File: src/rtl/eth_out_port_arb.sv
`default_nettype none
// ============================================================================
//  Module   : eth_out_port_arb
//  Purpose  : Packet-level round-robin arbiter that shares one switch output
//             port between ingress ports A and B. The grant is held from SOP
//             to EOP so packets never interleave. The output beat register
//             advances only while portStall is low.
//  Ports    : clk, reset (async, active-high)
//             inDataA/inSopA/inEopA/inValidA -> inReadyA   (ingress A)
//             inDataB/inSopB/inEopB/inValidB -> inReadyB   (ingress B)
//             portStall                                    (egress backpressure)
//             outData/outSop/outEop/outValid               (registered egress)
//             grantA/grantB    FSM in GRANT_A / GRANT_B
//             protoErr         pulse: non-SOP beat dropped in IDLE, or SOP
//                              seen mid-packet
//             wdErr            pulse: packet truncated at MAX_PKT_WORDS
//  Option   : `define ETH_ARB_WATCHDOG_EN enables the per-packet beat
//             watchdog; without it wdErr is tied 0 and any length passes.
//  Revision : 1.0 - initial release
// ============================================================================
module eth_out_port_arb #(
  parameter int DATA_W        = 32,
  parameter int MAX_PKT_WORDS = 384
) (
  input  logic              clk,
  input  logic              reset,
  input  logic [DATA_W-1:0] inDataA,
  input  logic              inSopA,
  input  logic              inEopA,
  input  logic              inValidA,
  output logic              inReadyA,
  input  logic [DATA_W-1:0] inDataB,
  input  logic              inSopB,
  input  logic              inEopB,
  input  logic              inValidB,
  output logic              inReadyB,
  input  logic              portStall,
  output logic [DATA_W-1:0] outData,
  output logic              outSop,
  output logic              outEop,
  output logic              outValid,
  output logic              grantA,
  output logic              grantB,
  output logic              protoErr,
  output logic              wdErr
);

  typedef enum logic [1:0] {
    IDLE    = 2'd0,
    GRANT_A = 2'd1,
    GRANT_B = 2'd2
  } state_t;

  state_t              state_q, state_d;
  logic                last_b_q, last_b_d;   // 1: B was served last
  logic                first_q, first_d;     // next accepted beat opens the packet
  logic [DATA_W-1:0]   out_data_q, out_data_d;
  logic                out_sop_q, out_sop_d;
  logic                out_eop_q, out_eop_d;
  logic                out_valid_q, out_valid_d;
  logic                proto_q, proto_d;

  logic                ready_a, ready_b;
  logic                sel_b;
  logic                acc;
  logic [DATA_W-1:0]   acc_data;
  logic                acc_sop, acc_eop;
  logic                req_a, req_b;

`ifdef ETH_ARB_WATCHDOG_EN
  localparam int              CNT_W   = $clog2(MAX_PKT_WORDS) + 1;
  localparam logic [CNT_W-1:0] CNT_MAX = CNT_W'(MAX_PKT_WORDS);
  logic [CNT_W-1:0]    cnt_q, cnt_d;
  logic                wd_q, wd_d;
`else
  logic                unused_max_w;
  assign unused_max_w = (MAX_PKT_WORDS > 0);
`endif

  always_comb begin
    state_d     = state_q;
    last_b_d    = last_b_q;
    first_d     = first_q;
    ready_a     = 1'b0;
    ready_b     = 1'b0;
    proto_d     = 1'b0;
    acc         = 1'b0;
    acc_data    = inDataA;
    acc_sop     = 1'b0;
    acc_eop     = 1'b0;
    sel_b       = (state_q == GRANT_B);
    req_a       = inValidA & inSopA;
    req_b       = inValidB & inSopB;
    out_data_d  = out_data_q;
    out_sop_d   = out_sop_q;
    out_eop_d   = out_eop_q;
    out_valid_d = out_valid_q;
`ifdef ETH_ARB_WATCHDOG_EN
    cnt_d       = cnt_q;
    wd_d        = 1'b0;
`endif

    case (state_q)
      IDLE: begin
        // Non-SOP beats have no packet to belong to: swallow and flag them.
        // The SOP beat stays on the input until the grant is active.
        ready_a = inValidA & ~inSopA;
        ready_b = inValidB & ~inSopB;
        proto_d = ready_a | ready_b;
        first_d = 1'b1;
        if (req_a && (!req_b || last_b_q)) begin
          state_d = GRANT_A;
        end else if (req_b) begin
          state_d = GRANT_B;
        end
      end

      GRANT_A, GRANT_B: begin
        ready_a  = ~sel_b & ~portStall;
        ready_b  =  sel_b & ~portStall;
        acc      = (sel_b ? inValidB : inValidA) & ~portStall;
        acc_data = sel_b ? inDataB : inDataA;
        acc_sop  = sel_b ? inSopB  : inSopA;
        acc_eop  = sel_b ? inEopB  : inEopA;
        if (acc) begin
          first_d = 1'b0;
          // A repeated SOP inside a packet is forwarded as-is but reported.
          if (acc_sop && !first_q) begin
            proto_d = 1'b1;
          end
`ifdef ETH_ARB_WATCHDOG_EN
          cnt_d = first_q ? CNT_W'(1) : cnt_q + CNT_W'(1);
          if (!acc_eop && cnt_d == CNT_MAX) begin
            acc_eop = 1'b1;   // truncate: close the packet on this beat
            wd_d    = 1'b1;
          end
`endif
          if (acc_eop) begin
            last_b_d = sel_b;
            state_d  = IDLE;
          end
        end
      end

      default: state_d = IDLE;
    endcase

    // Output register only advances when the egress port is not stalled.
    if (!portStall) begin
      out_valid_d = acc;
      out_data_d  = acc ? acc_data : out_data_q;
      out_sop_d   = acc & acc_sop;
      out_eop_d   = acc & acc_eop;
    end
  end

  always_ff @(posedge clk or posedge reset) begin
    if (reset) begin
      state_q     <= IDLE;
      last_b_q    <= 1'b1;
      first_q     <= 1'b1;
      out_data_q  <= '0;
      out_sop_q   <= 1'b0;
      out_eop_q   <= 1'b0;
      out_valid_q <= 1'b0;
      proto_q     <= 1'b0;
    end else begin
      state_q     <= state_d;
      last_b_q    <= last_b_d;
      first_q     <= first_d;
      out_data_q  <= out_data_d;
      out_sop_q   <= out_sop_d;
      out_eop_q   <= out_eop_d;
      out_valid_q <= out_valid_d;
      proto_q     <= proto_d;
    end
  end

`ifdef ETH_ARB_WATCHDOG_EN
  always_ff @(posedge clk or posedge reset) begin
    if (reset) begin
      cnt_q <= '0;
      wd_q  <= 1'b0;
    end else begin
      cnt_q <= cnt_d;
      wd_q  <= wd_d;
    end
  end
  assign wdErr = wd_q;
`else
  assign wdErr = 1'b0;
`endif

  // Handshakes are held low while reset is asserted.
  assign inReadyA = ready_a & ~reset;
  assign inReadyB = ready_b & ~reset;
  assign outData  = out_data_q;
  assign outSop   = out_sop_q;
  assign outEop   = out_eop_q;
  assign outValid = out_valid_q;
  assign grantA   = (state_q == GRANT_A);
  assign grantB   = (state_q == GRANT_B);
  assign protoErr = proto_q;

endmodule
`default_nettype wire

File: config.mk
export PLATFORM = sky130hd
export DESIGN_NAME = eth_out_port_arb
export DESIGN_NICKNAME = d
export VERILOG_FILES = /design/src/rtl/eth_out_port_arb.sv
export SDC_FILE = /design/constraint.sdc
export NUM_CORES = 1
export LEC_CHECK = 0
export ABC_AREA = 1
export BUFFER_PORTS_ARGS = -buffer_cell sky130_fd_sc_hd__clkbuf_2
export CAP_MARGIN = 40
export CORE_UTILIZATION = 41
export CTS_CLUSTER_SIZE = 10
export DETAILED_ROUTE_END_ITERATION = 10
export GPL_TIMING_DRIVEN = 0
export HOLD_SLACK_MARGIN = 0.1
export MAX_ROUTING_LAYER = met4
export PLACE_DENSITY_LB_ADDON = 0.25
export SLEW_MARGIN = 0
export SYNTH_ARGS = -nofsm -noshare
export SYNTH_HDL_FRONTEND = slang
export SYNTH_SLANG_ARGS = --single-unit
File: constraint.sdc
create_clock -name clk -period 1.32 [get_ports clk]
set_input_delay 0.198 -clock clk [delete_from_list [all_inputs] [get_ports clk]]
set_output_delay 0.198 -clock clk [all_outputs]
set_load 0.02 [all_outputs]
==> metrics <==
clk root buf clkbuf_8; I/O pin count 114; fin nets about 540; critical path arrival 1.60 ns; largest net degree at the start of global routing 28; DRC 0; Hold Fails Final Rpt 0; sequential share of the synthesized area 45.31%; Total Wirelength about 6000 um; DR vias 2416; #FFs+latches synth 40; worst r2r path cells 13; setup violators final 44; Synth Cell Area approximately 2200 um2; Num CTS Buffers 5; Worst Path Max Fanout 8; min Tclk post-route between 1.5 and 2 ns; Netlist cell types 22; Overflow after GRT 0; Reg area ~1000 um2; worst hold path depth 3; Fillers between 400 and 500; FMAX around 560 MHz; syn_area_per_cell 6.942 um2; GRT Total Usage a little over a fifth; crit path launch type flip-flop; post-route clock period utilization 136.5%; Finished Core Util 69.16%; CORE AREA 5140 um2; # diodes 0; failing checks negative setup slack; RSZ-0062 raised after global routing yes; CP endpoint kind primary output; Clock Path Buffers 2; Final Max Slew Viols 0; smallest hold slack about 0.14 ns; clk_lat worst skew between 0.2 and 0.3 ns; number of antenna violations at the first check in global routing 0; crit-path cells buf_4, ha_4, buf_8, a21oi_2, nor3_4, clkbuf_8; gpl congestion around 0.8; Pleak 2.114 nW; drt pass-1 iters 4; H-tree Lvls 2; pwr dens 2202 nW/um2; Worst VDD drop 1.080 mV; syn_nets 397; Multi-input gate area 1239 um2; class of the tightest hold or removal check in2reg; Routed Antenna Nets 0; vias in the first global route between 2000 and 2500; vias per cell roughly 4.5; critical path class reg2out; # clock sinks 40; Die X 75.50 um; DR iter-0 viols 76; Gate Count Post-Synth 319; num rows 26; CP required 1.12 ns; die area 5700 um2; share of cells above drive strength 1 46.14%; Worst path slowest cell dfrtp_2; final worst slack -0.4815 ns; Die H 75.50 um; Starting Density approximately 43%; hpwl dp 4085 um; Synth warnings 0; number of port buffers around 110; Routed WL per cell 11.14 um; wire length of the first global-routing pass 9087 um; clock skew 0.008229 ns; Layout Area Growth over Synthesis 60.51%; status finished with violations; Setup WS pre-CTS -0.2798 ns; clock transition at the registers of the reported paths about 0.080 ns; CP max stage delay 0.44 ns; CTS tree built; Max-Cap Viols 0
cells by family (layout without fill, tap and decap cells):
group                      count (synthesis)  in the layout  synth area share, %
other                                      1              1               0.1693
DFF                                       40             40                45.31
adders and majority gates                  5              5                2.825
and+or+nand+nor                          236            236                42.49
AOI/OAI and AO/OA                          8              8                1.921
buffers and inverters                     29            176                7.288
Yosys cell counts:
| cell | instances | area share [%] |
|---|---|---|
| nor2_4 | 1 | 0.51 |
| nand2_1 | 210 | 36 |
| buf_6 | 2 | 1.0 |
| nor3_1 | 2 | 0.45 |
| inv_6 | 1 | 0.40 |
| a21oi_1 | 4 | 0.90 |
| dfrtp_1 | 38 | 43 |
| nand2_2 | 11 | 3.1 |
| nand2_4 | 1 | 0.51 |
| dfstp_2 | 2 | 2.4 |
| ha_1 | 5 | 2.8 |
| clkbuf_1 | 2 | 0.34 |
| buf_2 | 5 | 1.1 |
| nor2_1 | 4 | 0.68 |
| nor2_2 | 1 | 0.28 |
| buf_8 | 1 | 0.68 |
| a211oi_1 | 1 | 0.34 |
| o21ai_0 | 3 | 0.68 |
| buf_4 | 4 | 1.4 |
| conb_1 | 1 | 0.17 |
| inv_1 | 14 | 2.4 |
| nand3_1 | 6 | 1.4 |
per-stage QoR:
| step | area, um2 | power, mW | instances | TNS, ns |
|---|---|---|---|---|
| 6_report | 3555 | 7.827 | 536 | -16.59 |
| 2_1_floorplan | 2301 | 4.672 | 319 | -3.073 |
| 4_1_cts | 3367 | 7.408 | 529 | -17.26 |
| 3_5_place_dp | 2969 | 5.766 | 502 | -7.888 |
| 5_1_grt | 3555 | 8.441 | 536 | -20.01 |
| 3_3_place_gp | 2949 | 5.695 | 501 | -23.45 |
power by group:
group | internal, mW | total [mW] | switching [mW]
clock | 0.560 | 0.997 | 0.437
sequential | 1.78 | 2.07 | 0.291
combinational | 2.03 | 4.76 | 2.74
layout make-up:
class                           instances  share of cell area [%]
Multi-Input combinational cell        250                   34.85
Sequential cell                        40                   28.26
Timing Repair Buffer                  142                   26.68
Buffer                                 11                   2.746
Tap cell                               70                   2.464
Clock buffer                            5                   1.936
Inverter                               15                   1.866
Clock inverter                          3                   1.197
routing by layer:
metal / global-route usage, % / vias to the layer above / share of wire (%)
li1: - / 1247 / -
met1: 27.30 / 1079 / 45
met2: 36.71 / 81 / 48
met3: 3.439 / 9 / 5.7
met4: 6.790 / 0 / 1.4
met5: - / - / 0
path summary, 6_finish.rpt:
check                                start           to  slack, ns
worst min-delay path                inEopB     last_b_q       0.14
max in group asynchronous            reset      first_q       0.33
worst min register to register    last_b_q     last_b_q       0.47
min in group asynchronous            reset   outData[9]       0.48
worst max-delay path            state_q[1]     inReadyB      -0.48
worst max register to register  state_q[0]  outData[17]      -0.44
cells in the final DEF, fill, tap and decap left out, types with 2 or more instances in the layout:
cell type  synthesis  final
nand2_4            1      6
buf_8              1      6
buf_12             0      4
nand2_1          210    188
ha_4               0      4
nor2_1             4      4
inv_1             14      9
nand2_2           11     28
clkbuf_8           0      7
dfrtp_1           38     37
clkbuf_2           0    108
a21oi_1            4      2
nand3_1            6      5
buf_6              2     14
buf_2              5      3
inv_2              0      4
o21ai_0            3      2
a21oi_2            0      2
dfstp_2            2      2
buf_4              4     12
clkbuf_1           2      2
nor2_4             1      2
nor3_4             0      2
worst max-delay path, delay by kind of cell, from the launching register on:
family	cells	cell delay, ns
compound gates	1	0.20
fa+ha+maj	1	0.19
buf+inv	3	0.43
flops	1	0.44
simple gates	1	0.05
flip-flops by register name, summed over array words and instances, names as in the netlist:
| signal | count |
|---|---|
| outData | 32 |
| state_q | 2 |
| first_q | 1 |
| last_b_q | 1 |
| outEop | 1 |
| outSop | 1 |
| outValid | 1 |
| protoErr | 1 |
timing repair:
| item | CTS | global route |
|---|---|---|
| cloned | 3 | 0 |
| setup buffers | 15 | 10 |
| hold endpoints to repair | 12 | 0 |
| resized for setup | 27 | 46 |
| hold buffers | 1 | 0 |
| setup endpoints to repair | 44 | 44 |
| pin swaps | 6 | 12 |
No activity file was read; power rests on OpenSTA's default activity.
